`src/rtl/max7219_rx_emu.sv`:
```
// MAX7219 receiver emulator: samples the 16-bit serial link in the clk domain,
// decodes register writes and drives one multiplexed 8-digit 7-segment display.
module max7219_rx_emu #(
    parameter int SYNC_STAGES = 2,
    parameter int SCAN_DIV    = 1024
) (
    input  logic       clk,
    input  logic       reset,
    input  logic       spi_clk,
    input  logic       din,
    input  logic       cs,
    output logic       dout,
    output logic       wr_valid,
    output logic [3:0] wr_addr,
    output logic [7:0] wr_data,
    output logic       frame_err,
    output logic [7:0] seg,
    output logic [7:0] dig_sel,
    output logic       shutdown,
    output logic [3:0] intensity
);
    localparam int SCW = (SCAN_DIV > 1) ? $clog2(SCAN_DIV) : 1;

    logic [SYNC_STAGES-1:0] spi_clk_sync, din_sync, cs_sync;
    logic spi_clk_s, din_s, cs_s;
    logic spi_clk_d, cs_d;
    logic spi_rise_q, cs_rise_q, cs_fall_q, cs_low_q, din_q;

    always_ff @(posedge clk) begin
        if (!reset) begin
            spi_clk_sync <= '0;
            din_sync     <= '0;
            cs_sync      <= '1;
        end else begin
            spi_clk_sync <= {spi_clk_sync[SYNC_STAGES-2:0], spi_clk};
            din_sync     <= {din_sync[SYNC_STAGES-2:0], din};
            cs_sync      <= {cs_sync[SYNC_STAGES-2:0], cs};
        end
    end

    assign spi_clk_s = spi_clk_sync[SYNC_STAGES-1];
    assign din_s     = din_sync[SYNC_STAGES-1];
    assign cs_s      = cs_sync[SYNC_STAGES-1];

    // Edge flags are registered; cs_low_q holds cs as it was before this
    // cycle's edge so a spi_clk rise coinciding with the cs rise still shifts.
    always_ff @(posedge clk) begin
        if (!reset) begin
            spi_clk_d  <= 1'b0;
            cs_d       <= 1'b1;
            spi_rise_q <= 1'b0;
            cs_rise_q  <= 1'b0;
            cs_fall_q  <= 1'b0;
            cs_low_q   <= 1'b0;
            din_q      <= 1'b0;
        end else begin
            spi_clk_d  <= spi_clk_s;
            cs_d       <= cs_s;
            spi_rise_q <= spi_clk_s & ~spi_clk_d;
            cs_rise_q  <= cs_s & ~cs_d;
            cs_fall_q  <= ~cs_s & cs_d;
            cs_low_q   <= ~cs_d;
            din_q      <= din_s;
        end
    end

    logic [15:0] sreg, sreg_nx;
    logic [4:0]  bit_cnt, cnt_nx;
    logic        shift_en, commit, bad_frame;

    always_comb begin
        shift_en  = spi_rise_q & cs_low_q;
        sreg_nx   = shift_en ? {sreg[14:0], din_q} : sreg;
        cnt_nx    = (shift_en && bit_cnt != 5'd31) ? bit_cnt + 5'd1 : bit_cnt;
        commit    = cs_rise_q && (cnt_nx == 5'd16);
        bad_frame = cs_rise_q && (cnt_nx != 5'd16) && (cnt_nx != 5'd0);
    end

    // wr_valid is a single-cycle notification with no back-pressure: the
    // register file is written on the same edge that raises it.
    always_ff @(posedge clk) begin
        if (!reset) begin
            sreg      <= '0;
            bit_cnt   <= '0;
            dout      <= 1'b0;
            wr_valid  <= 1'b0;
            wr_addr   <= '0;
            wr_data   <= '0;
            frame_err <= 1'b0;
        end else begin
            sreg      <= sreg_nx;
            bit_cnt   <= cs_fall_q ? 5'd0 : cnt_nx;
            dout      <= sreg[15];
            wr_valid  <= commit;
            frame_err <= bad_frame;
            if (commit) begin
                wr_addr <= sreg_nx[11:8];
                wr_data <= sreg_nx[7:0];
            end
        end
    end

    logic [7:0] digit_q [8];
    logic [7:0] decode_q;
    logic [3:0] intensity_q;
    logic [2:0] scan_limit;
    logic       shut_q, test_q;

    always_ff @(posedge clk) begin
        if (!reset) begin
            for (int i = 0; i < 8; i++) digit_q[i] <= '0;
            decode_q    <= '0;
            intensity_q <= '0;
            scan_limit  <= '0;
            shut_q      <= 1'b0;
            test_q      <= 1'b0;
        end else if (commit) begin
            case (sreg_nx[11:8])
                4'h1, 4'h2, 4'h3, 4'h4,
                4'h5, 4'h6, 4'h7, 4'h8: digit_q[3'(sreg_nx[11:8] - 4'h1)] <= sreg_nx[7:0];
                4'h9:    decode_q    <= sreg_nx[7:0];
                4'hA:    intensity_q <= sreg_nx[3:0];
                4'hB:    scan_limit  <= sreg_nx[2:0];
                4'hC:    shut_q      <= sreg_nx[0];
                4'hF:    test_q      <= sreg_nx[0];
                default: ;
            endcase
        end
    end

    assign shutdown  = ~shut_q;
    assign intensity = intensity_q;

    logic [SCW-1:0] scan_cnt;
    logic [2:0]     scan_idx;

    // A scan_limit lowered below the live index forces a wrap at the next advance.
    always_ff @(posedge clk) begin
        if (!reset) begin
            scan_cnt <= '0;
            scan_idx <= '0;
        end else if (scan_cnt == SCW'(SCAN_DIV - 1)) begin
            scan_cnt <= '0;
            scan_idx <= (scan_idx >= scan_limit) ? 3'd0 : scan_idx + 3'd1;
        end else begin
            scan_cnt <= scan_cnt + SCW'(1);
        end
    end

    function automatic logic [6:0] code_b(input logic [3:0] v);
        case (v)
            4'h0: code_b = 7'h7E;
            4'h1: code_b = 7'h30;
            4'h2: code_b = 7'h6D;
            4'h3: code_b = 7'h79;
            4'h4: code_b = 7'h33;
            4'h5: code_b = 7'h5B;
            4'h6: code_b = 7'h5F;
            4'h7: code_b = 7'h70;
            4'h8: code_b = 7'h7F;
            4'h9: code_b = 7'h7B;
            4'hA: code_b = 7'h01;
            4'hB: code_b = 7'h4F;
            4'hC: code_b = 7'h37;
            4'hD: code_b = 7'h0E;
            4'hE: code_b = 7'h67;
            default: code_b = 7'h00;
        endcase
    endfunction

    logic [7:0] cur_digit, seg_nx, dig_nx;

    always_comb begin
        cur_digit = digit_q[scan_idx];
        dig_nx    = ~(8'b1 << scan_idx);
        seg_nx    = cur_digit;
        if (test_q) begin
            seg_nx = 8'hFF;
        end else if (!shut_q) begin
            dig_nx = 8'hFF;
            seg_nx = 8'h00;
        end else if (decode_q[scan_idx]) begin
            seg_nx = {cur_digit[7], code_b(cur_digit[3:0])};
        end
    end

    always_ff @(posedge clk) begin
        if (!reset) begin
            seg     <= '0;
            dig_sel <= 8'hFF;
        end else begin
            seg     <= seg_nx;
            dig_sel <= dig_nx;
        end
    end
endmodule

```
`config.mk`:
```
export PLATFORM = sky130hd
export DESIGN_NAME = max7219_rx_emu
export DESIGN_NICKNAME = d
export VERILOG_FILES = /design/src/rtl/max7219_rx_emu.sv
export SDC_FILE = /design/constraint.sdc
export NUM_CORES = 1
export LEC_CHECK = 0
export CAP_MARGIN = 25
export CORE_ASPECT_RATIO = 0.8
export CORE_UTILIZATION = 54
export CTS_CLUSTER_SIZE = 8
export DETAILED_ROUTE_END_ITERATION = 12
export PLACE_DENSITY = 0.76
export SYNTH_ARGS = -nofsm -noshare
export SYNTH_HDL_FRONTEND = slang
export SYNTH_SLANG_ARGS = --single-unit
```
`constraint.sdc`:
```
create_clock -name clk -period 4.3 [get_ports clk]
set_clock_uncertainty 0.2 [all_clocks]
set_input_delay 0.86 -clock clk [delete_from_list [all_inputs] [get_ports clk]]
set_output_delay 0.86 -clock clk [all_outputs]
set_load 0.03 [all_outputs]
```
After elaboration in Yosys (flattened, before gate mapping)
Memory sizes are Yosys's and may differ from the RTL's. A register that Yosys moved wholly into a read port is not among the register bits.
Cells that the tools add are included.
{"block": "word_totals", "ff_bits": 95, "ram_bits": 64, "input_bits": 5, "n_memories": 2, "out_inout_bits": 36, "word_cells": 97, "rom_bits": 112}
{"memory": "(name not given)", "depth": 16, "word_bits": 7, "rd": 1, "rd_clocked_by_memory_dff": 0, "write_ports": 0, "line": "151", "rtl": "case (v)"}
{"memory": "digit_q", "depth": 8, "word_bits": 8, "rd": 1, "rd_clocked_by_memory_dff": 1, "write_ports": 8, "line": "103", "rtl": "logic [7:0] digit_q [8];"}
{"block": "op_classes", "n_lt_le_gt_ge": 2, "n_addsub": 4, "n_shift": 1, "bitwise_logic": 10, "n_reduce_logical": 14, "mux": 20, "eq_ne": 17}
{"op": "$mux 8", "n": 5}
{"op": "$eq 4x4->1 const B", "n": 6}
{"op": "$eq 4x3->1 const B", "n": 4}
{"op": "$reduce_or 8->1", "n": 2}
{"op": "$mux 12", "n": 1}
{"op": "$mux 3", "n": 4}
{"op": "$add 10x1->10 const B", "n": 1}
{"op": "$eq 10x10->1 const B", "n": 1}
{"op": "$ne 5x5->1 const B", "n": 2}
{"op": "$reduce_and 2->1", "n": 5}
{"op": "$eq 4x2->1 const B", "n": 2}
{"op": "$not 8->8", "n": 1}
{"op": "$shl 1x3->8 const A", "n": 1}
{"op": "$mux 1", "n": 7}
{"op": "$mux 7", "n": 1}
{"op": "$add 5x1->5 const B", "n": 1}
{"op": "$eq 5x5->1 const B", "n": 1}
{"op": "$mux 5", "n": 1}
{"op": "$not 1->1", "n": 5}
{"op": "$reduce_bool 5->1", "n": 1}
{"op": "$and 1x1->1", "n": 4}
{"op": "$eq 4x1->1 const B", "n": 1}
{"op": "$logic_and 1x1->1", "n": 4}
{"op": "$lt 3x4->1 const B", "n": 1}
{"op": "other kinds (5)", "n": 6}

Logic depth before layout (Yosys ltp)
Gate-level depths: netlist of the first run.
{"block": "depth", "word_depth": 10, "mapped_depth": 15, "ltp_nobuf": 9}

Least setup slack after synthesis of the first run
Ideal clock, no wire load.
{"block": "synth_path", "path_type": "reg2reg", "startpoint": "register spi_rise_q", "endpoint": "memory digit_q[1][0], enable pin", "path_buffers": 6, "t_required_ps": 3713, "t_arrival_ps": 3579, "stages_incl_launch_ff": 15, "period_less_slack_ps": 4166, "setup_slack_ps": 134, "setup_time_ps": 387, "cell_sequence": "dfxtp_1 -> buf_6 -> and2_1 -> buf_2 -> mux2i_1 -> clkbuf_1 -> ha_1 -> clkbuf_2 -> a2111oi_0 -> o21ai_0 -> o21ai_0 -> or4_1 -> buf_2 -> buf_6 -> o31ai_1"}
{"item": "start, declared", "line": "27", "rtl": "logic spi_rise_q, cs_rise_q, cs_fall_q, cs_low_q, din_q;"}
{"item": "start signal, assigned", "line": "59", "rtl": "spi_rise_q <= spi_clk_s & ~spi_clk_d;"}
{"item": "end, declared", "line": "103"}

==> flow_summary.rst, run 1 <==
.. list-table::
   :header-rows: 1

   * - Metric
     - Value
   * - Result of the run
     - finished clean
   * - Power density relative to cell area
     - 378.0 nW/um2
   * - Core region area
     - 12,960 um2
   * - DP Wirelength
     - 10,820 um
   * - Ratio of cells with drive above 1 in the final layout
     - 17.53%
   * - I/O pin count
     - 41
   * - Cell type with the highest occurrence count on the critical path
     - sky130_fd_sc_hd__o21ai_0
   * - WS Path Type
     - reg -> reg
   * - Final hold violation count
     - 0
   * - Area growth from synthesis to final layout
     - 16.06%
   * - Total negative slack for setup checks
     - 0 ps
   * - WP data arrival
     - 3870 ps
   * - Die Outline Area
     - 13,850 um2
   * - Library cell with the largest summed area after synthesis
     - sky130_fd_sc_hd__dfxtp_1
   * - Remaining DRCs
     - 0
   * - Largest incremental delay on the critical path
     - 720 ps
   * - Most numerous cell in the Yosys netlist
     - sky130_fd_sc_hd__dfxtp_1
   * - Fin crit period
     - 3938 ps
   * - Cell types occupying the most area after synthesis
     - sky130_fd_sc_hd__dfxtp_1 (27%), sky130_fd_sc_hd__edfxtp_1 (27%), sky130_fd_sc_hd__mux4_2 (5.6%), sky130_fd_sc_hd__ha_1 (3.8%), sky130_fd_sc_hd__mux2i_1 (3.3%)
   * - Area fraction of the dominant cell type after synthesis
     - 27.14%
   * - Final wirelength
     - 16,540 um
   * - Synth Flop Type
     - sky130_fd_sc_hd__dfxtp_1
   * - Die extent in y
     - 105.5 um
   * - Worst-case setup margin in the final layout
     - 361.7 ps
   * - CP Max Fanout
     - 15
   * - Share of synthesized area occupied by flip-flops and latches
     - 53.73%
   * - ANT nets after route
     - 0
   * - Number of warning messages in the yosys log
     - 0
   * - CTS buffer count
     - 17
   * - Clock transition at the register clock pins on the worst setup and hold paths after CTS
     - 60 ps
   * - Quantity of hold-fixing buffers added after cts
     - 0
   * - Die boundary width
     - 131.4 um
   * - Fin. max-slew vios
     - 0
   * - TritonCTS clock tree
     - built
   * - Count of unique library cells instantiated by Yosys
     - 55
   * - Startpoint type of the worst setup path
     - flip-flop
   * - Number of setup violations in the final report
     - 0
   * - Initial antenna violation count
     - 0
   * - Share of the clock period used by the worst path after layout
     - 91.59%
   * - Post-synthesis area per instance
     - 11.60 um2
   * - Diodes inserted
     - 0
   * - Root buf cell
     - sky130_fd_sc_hd__clkbuf_16
   * - Number of vias in the routed layout
     - 5,109
   * - Global Route Usage Sum
     - 25.06%
   * - Ordered list of cells on the worst path
     - nand2_1 > mux2i_1 > ha_1 > a2111oi_0 > o21ai_0 > o21ai_0 > or4_1 > o31ai_1 > buf_4
   * - Number of enable-type register cells in the synthesized netlist
     - 64
   * - Slowest cell on crit path
     - sky130_fd_sc_hd__or4_1
   * - Clock network latency to the later pin of the worst-skew pair
     - 430 ps
   * - Leak pwr
     - 0.002942 uW
   * - Worst hold margin
     - 197.3 ps
   * - Synthesized netlist net count
     - 650
   * - Initial cell density of the core
     - 55.76%
   * - H-tree Lvls
     - 4
   * - Seq cells post-synth
     - 162
   * - Post-detailed-route via-to-cell ratio
     - 6.025
   * - CP endpoint kind
     - flip-flop
   * - Data required time at the worst endpoint
     - 4230 ps
   * - Routability-driven placement congestion ratio
     - 0.9150
   * - Via count of the first global-routing pass
     - 4,891
   * - Post-layout net count
     - 688
   * - Sinks on the clock net
     - 162
   * - First-pass GRT wire length
     - 26,280 um
   * - Total of buffers placed on input and output ports
     - 40
   * - Pin count of the biggest net entering global routing
     - 40
   * - Post-cts repair resize count
     - 0
   * - Max Cap Viol
     - 0
   * - Remaining global-route overflow
     - 0
   * - Max IR drop VDD
     - 302.8 uV
   * - Hold crit path type
     - reg -> reg
   * - Worst Tran Pin Value
     - 1061 ps
   * - Iteration-0 DRC count of the detailed router
     - 467
   * - Slew margin rel.
     - 27.88%
   * - Setup repair after global routing missed its margin
     - false
   * - WL/cell
     - 19.50 um
   * - Post-Place Setup Slack
     - 503.3 ps
   * - Highest clock rate
     - 253.9 MHz
   * - Maximum clock path buffer count
     - 2
   * - Post-CTS Setup Inserts
     - 0
   * - Cell Rows
     - 37
   * - Area of the mapped netlist
     - 7228 um2
   * - Top cells by instance count after synthesis
     - sky130_fd_sc_hd__dfxtp_1 (98), sky130_fd_sc_hd__edfxtp_1 (64), sky130_fd_sc_hd__nor2_1 (51)
   * - First-pass iteration count of the detailed router
     - 5
   * - Share of async-settable or async-resettable flops after synthesis
     - 0%
   * - Post-Syn Instances
     - 623
## worst paths after layout
check | endpoint | slack, ps | depth (start not counted) | start
hold / removal | spi_rise_q$_SDFF_PN0_ | 200 | 1 | spi_clk_d$_SDFF_PN0_
setup reg to reg | digit_q[3][0]$_SDFFCE_PN0P_ | 360 | 9 | spi_rise_q$_SDFF_PN0_
setup / recovery | digit_q[3][0]$_SDFFCE_PN0P_ | 360 | 9 | spi_rise_q$_SDFF_PN0_
hold reg to reg | spi_rise_q$_SDFF_PN0_ | 200 | 1 | spi_clk_d$_SDFF_PN0_
## where the power goes
group	leakage [uW]	internal, uW	switching (uW)
Combinational	0.00121	28.4	43.9
Clock	0.000283	868	597
Sequential	0.00145	1620	14.4
Total	0.00294	2520	656
## state kept, by name (all words and copies together), names as in the netlist, 3 cells and up, named ones only
name        flops
scan_idx        3
wr_data         8
intensity       4
bit_cnt         5
sreg           16
decode_q        8
dig_sel         8
seg             8
wr_addr         4
digit_q        64
scan_limit      3
scan_cnt       10
## stage by stage
stage	area [um2]	power, uW	cells	utilization, %
global route	8389	3251	848	64.72
global placement	7812	1735	816	60.27
detailed placement	7824	1738	817	60.36
finish	8389	3171	848	64.72
CTS	8389	3177	848	64.72
floorplan	7228	1709	623	-
## metal layers
| metal | share of wire [%] | track usage, % | up-vias |
|---|---|---|---|
| met2 | 46 | 38.49 | 230 |
| met3 | 8.2 | 6.878 | 42 |
| li1 | - | - | 2373 |
| met5 | 0 | 0 | - |
| met4 | 2.3 | 9.635 | 0 |
| met1 | 43 | 33.89 | 2464 |
## area by class of cell
cell class	instances	area [um2]
Clock buffer	24	495.5
Clock inverter	7	70.07
Fill cell	960	4573
Inverter	17	63.81
Multi-Input combinational cell	394	3035
Sequential cell	162	3884
Tap cell	175	219.0
Timing Repair Buffer	69	621.8
## cell families after synthesis
family	after synthesis	share of synthesized area, %
AO/OA/AOI/OAI	89	7.842
XOR/XNOR	12	1.454
adder cells (fa/ha/maj)	22	3.808
buffers and inverters	67	4.501
flip-flops	162	53.73
multiplexers	56	11.15
AND/OR/NAND/NOR	215	17.52
## critical path: cells and delay by family (launching register included)
| family | cells | cell delay (ps) |
|---|---|---|
| adders and majority gates | 1 | 390 |
| DFF | 1 | 540 |
| and+or+nand+nor | 2 | 1010 |
| AOI/OAI and AO/OA | 4 | 850 |
| buffers and inverters | 1 | 220 |
| muxes | 1 | 430 |
## cell usage in the layout (no fill, tap or decap), types with 3 or more instances in the layout
cell                              instances
sky130_fd_sc_hd__a211oi_1                12
sky130_fd_sc_hd__xnor2_1                  5
sky130_fd_sc_hd__inv_1                   17
sky130_fd_sc_hd__and2_1                  16
sky130_fd_sc_hd__clkbuf_16               19
sky130_fd_sc_hd__o31a_1                   3
sky130_fd_sc_hd__nor4_1                  32
sky130_fd_sc_hd__a21oi_1                 37
sky130_fd_sc_hd__clkdlybuf4s50_1         40
sky130_fd_sc_hd__nor2b_1                  5
sky130_fd_sc_hd__mux2_2                  12
sky130_fd_sc_hd__mux2i_2                  4
sky130_fd_sc_hd__nor4_2                  18
sky130_fd_sc_hd__nand3_1                 10
sky130_fd_sc_hd__o31ai_1                  8
sky130_fd_sc_hd__xor2_1                   7
sky130_fd_sc_hd__nand4b_1                 3
sky130_fd_sc_hd__clkbuf_1                 4
sky130_fd_sc_hd__nand2_1                 34
sky130_fd_sc_hd__dfxtp_1                 98
sky130_fd_sc_hd__ha_1                    22
sky130_fd_sc_hd__nor2_1                  51
sky130_fd_sc_hd__buf_4                   28
sky130_fd_sc_hd__mux2i_1                 21
sky130_fd_sc_hd__or3_1                   11
sky130_fd_sc_hd__and3_1                   6
sky130_fd_sc_hd__edfxtp_1                64
sky130_fd_sc_hd__mux4_2                  18
sky130_fd_sc_hd__nand2b_1                 7
sky130_fd_sc_hd__nor3_1                   4
sky130_fd_sc_hd__nand4_1                  6
sky130_fd_sc_hd__o21ai_0                 13
sky130_fd_sc_hd__or4_1                    3
Power figures use the tool's default switching activity.
==> run 2: changes to the inputs <==
- ABC_AREA: default -> 1
- MAX_ROUTING_LAYER: default -> met4
==> flow_summary.rst, run 2 <==
.. list-table::
   :header-rows: 1

   * - Metric
     - Value
   * - Result of the run
     - finished clean
   * - Area of the mapped netlist
     - 7168 um2 (-0.83%)
   * - TritonCTS clock tree
     - built
   * - Initial cell density of the core
     - 55.50% (-0.27 points)
   * - Top cells by instance count after synthesis
     - sky130_fd_sc_hd__nand2_1 (198), sky130_fd_sc_hd__nor2_1 (158), sky130_fd_sc_hd__dfxtp_1 (98)
   * - Post-Syn Instances
     - 844 (+35%)
   * - WL/cell
     - 14.23 um (-27%)
   * - Fin crit period
     - 3375 ps (-563.7 ps)
   * - Power density relative to cell area
     - 380.5 nW/um2 (+0.65%)
   * - Fin. max-slew vios
     - 0 (unchanged)
   * - Post-CTS Setup Inserts
     - 0 (unchanged)
   * - Cell types occupying the most area after synthesis
     - sky130_fd_sc_hd__dfxtp_1 (27%), sky130_fd_sc_hd__edfxtp_1 (27%), sky130_fd_sc_hd__nand2_1 (10%), sky130_fd_sc_hd__nor2_1 (8.3%), sky130_fd_sc_hd__nand3_1 (4.5%)
   * - Leak pwr
     - 0.003385 uW (+15%)
   * - Hold crit path type
     - reg -> reg
   * - Clock network latency to the later pin of the worst-skew pair
     - 420 ps (about the same)
   * - Count of unique library cells instantiated by Yosys
     - 39 (-29%)
   * - Share of synthesized area occupied by flip-flops and latches
     - 54.18% (+0.45 points)
   * - Post-cts repair resize count
     - 0 (unchanged)
   * - CTS buffer count
     - 17 (unchanged)
   * - Remaining global-route overflow
     - 0 (unchanged)
   * - Quantity of hold-fixing buffers added after cts
     - 0 (unchanged)
   * - Highest-count cells in the layout ignoring fill and taps
     - sky130_fd_sc_hd__nand2_1 (198), sky130_fd_sc_hd__nor2_1 (158), sky130_fd_sc_hd__dfxtp_1 (98), sky130_fd_sc_hd__inv_1 (73)
   * - Post-Place Setup Slack
     - 978.0 ps (+474.6 ps)
   * - CP endpoint kind
     - flip-flop
   * - Die extent in y
     - 105.1 um (-0.41%)
   * - Final wirelength
     - 15,200 um (-8.1%)
   * - Total negative slack for setup checks
     - 0 ps (unchanged)
   * - Area fraction of the dominant cell type after synthesis
     - 27.37% (+0.23 points)
   * - WP data arrival
     - 3260 ps (-610 ps)
   * - CP Max Fanout
     - 23 (+8)
   * - Slew margin rel.
     - 36.73% (+8.9 points)
   * - Highest clock rate
     - 296.3 MHz (+17%)
   * - Post-layout net count
     - 908 (+32%)
   * - Worst-case setup margin in the final layout
     - 925.3 ps (+563.7 ps)
   * - Number of enable-type register cells in the synthesized netlist
     - 64 (unchanged)
   * - Number of setup violations in the final report
     - 0 (unchanged)
   * - Setup repair after global routing missed its margin
     - false
   * - Seq cells post-synth
     - 162 (unchanged)
   * - Number of fillers in the final layout
     - 1,033 (+7.6%)
   * - Root buf cell
     - sky130_fd_sc_hd__clkbuf_16
   * - Library cell with the largest summed area after synthesis
     - sky130_fd_sc_hd__dfxtp_1
   * - Most numerous cell in the Yosys netlist
     - sky130_fd_sc_hd__nand2_1
   * - Post-detailed-route via-to-cell ratio
     - 5.086 (-16%)
   * - R2r setup slk
     - 930 ps (+560 ps)
   * - Clock transition at the register clock pins on the worst setup and hold paths after CTS
     - 60 ps (about the same)
   * - Cell Rows
     - 37 (unchanged)
   * - Post-synthesis area per instance
     - 8.493 um2 (-27%)
   * - Worst Tran Pin Value
     - 948.0 ps (-112.9 ps)
   * - Data required time at the worst endpoint
     - 4190 ps (-40 ps)
   * - WS Path Type
     - reg -> reg
   * - Synth Flop Type
     - sky130_fd_sc_hd__dfxtp_1
   * - Largest register FFs
     - 64 (unchanged)
   * - Global Route Usage Sum
     - 24.44% (-0.62 points)
   * - Sinks on the clock net
     - 162 (unchanged)
   * - Initial antenna violation count
     - 0 (unchanged)
   * - DP Wirelength
     - 10,160 um (-6.1%)
   * - Number of vias in the routed layout
     - 5,432 (+6.3%)
   * - Ratio of cells with drive above 1 in the final layout
     - 8.511% (-9.0 points)
   * - ANT nets after route
     - 0 (unchanged)
   * - Share of async-settable or async-resettable flops after synthesis
     - 0% (unchanged)
   * - Final hold violation count
     - 0 (unchanged)
   * - Routability-driven placement congestion ratio
     - 0.8924 (-2.5%)
   * - Largest registers
     - digit_q x64, sreg x16, scan_cnt x10
   * - Number of instances on the worst hold path
     - 1 (unchanged)
   * - First-pass GRT wire length
     - 24,470 um (-6.9%)
   * - Commonest non-fill, non-tap cell in the layout
     - sky130_fd_sc_hd__nand2_1
   * - Remaining DRCs
     - 0 (unchanged)
   * - Number of cells traversed by the worst register-to-register path
     - 10 (+1)
   * - Die boundary width
     - 130.8 um (-0.41%)
   * - First-pass iteration count of the detailed router
     - 5 (unchanged)
   * - Share of the clock period used by the worst path after layout
     - 78.48% (-13 points)
   * - I/O pin count
     - 41 (unchanged)
   * - Diodes inserted
     - 0 (unchanged)
   * - Iteration-0 DRC count of the detailed router
     - 503 (+7.7%)
   * - Max IR drop VDD
     - 318.9 uV (+5.3%)
   * - Pin count of the biggest net entering global routing
     - 42 (+5.0%)
   * - Register with the highest flop count
     - digit_q
   * - Total of buffers placed on input and output ports
     - 40 (unchanged)
   * - Area growth from synthesis to final layout
     - 15.74%
   * - Number of warning messages in the yosys log
     - 0 (unchanged)
   * - Synthesized netlist net count
     - 871 (+34%)
   * - Startpoint type of the worst setup path
     - flip-flop
   * - H-tree Lvls
     - 4 (unchanged)
   * - Maximum clock path buffer count
     - 2 (unchanged)
   * - Core region area
     - 12,920 um2 (-0.36%)
   * - Max Cap Viol
     - 0 (unchanged)
   * - Die Outline Area
     - 13,740 um2 (-0.81%)
   * - Via count of the first global-routing pass
     - 5,024 (+2.7%)
run 2: worst paths after layout:
check | start | endpoint
worst max-delay path | bit_cnt[0]$_SDFF_PP0_ | digit_q[1][0]$_SDFFCE_PN0P_
worst min-delay path | spi_clk_d$_SDFF_PN0_ | spi_rise_q$_SDFF_PN0_
worst max register to register | bit_cnt[0]$_SDFF_PP0_ | digit_q[1][0]$_SDFFCE_PN0P_
worst min register to register | spi_clk_d$_SDFF_PN0_ | spi_rise_q$_SDFF_PN0_
run 2: cell type report:
cell class	count	area [um2]	area share (%)
clock inverter	10	96.34	1.161
tap	175	219.0	2.639
sequential	162	3884	46.81
multi-input combinational	570	2833	34.14
timing repair buffer	52	498.0	6.002
clock buffer	21	471.7	5.685
inverter	78	295.3	3.559
run 2: metrics by stage:
| stage | std cells | util [%] | hold WS (ps) | area [um2] | total power, uW |
|---|---|---|---|---|---|
| final | 1068 | 64.24 | 183.6 | 8297 | 3157 |
| after global routing | 1068 | 64.24 | 191.4 | 8297 | 3261 |
| after CTS | 1068 | 64.24 | 186.7 | 8297 | 3170 |
| after detailed placement | 1037 | 59.84 | 176.7 | 7729 | 1740 |
| after global placement | 1034 | 59.60 | 176.3 | 7699 | 1739 |
| after floorplan | 844 | - | 168.2 | 7168 | 1717 |
run 2: metal layers:
layer,vias to the layer above,part of all wire [%],GRT usage (%)
met5,-,0,-
met4,0,1.0,6.814
met3,15,6.5,6.042
met2,169,43,34.47
met1,2467,49,34.77
li1,2781,-,-
run 2: cells by family after synthesis:
kind of cell	Yosys count	synth area share [%]
flip-flops	162	54.18
XOR/XNOR	6	0.7331
AO/OA/AOI/OAI	75	5.516
multiplexers	1	0.1396
AND/OR/NAND/NOR	466	29.29
buffers and inverters	112	6.301
adder cells (fa/ha/maj)	22	3.840
run 2: where the power goes:
part           switching (uW)  leakage, uW  internal, uW  total [uW]
Combinational            55.8      0.00165          23.0        78.7
Sequential               9.72      0.00145          1620        1630
Clock                     601     0.000280           848        1450
Total                     666      0.00338          2490        3160
run 2: critical path, cell delays in order (launching register included):
cell,delay [ps]
sky130_fd_sc_hd__dfxtp_1,340
sky130_fd_sc_hd__ha_1,220
sky130_fd_sc_hd__and3_1,190
sky130_fd_sc_hd__ha_1,210
sky130_fd_sc_hd__nor2_4,190
sky130_fd_sc_hd__nand4_1,120
sky130_fd_sc_hd__xor2_1,340
sky130_fd_sc_hd__nand3_4,330
sky130_fd_sc_hd__nor2_8,360
sky130_fd_sc_hd__nand4_4,210
sky130_fd_sc_hd__nand2_1,330
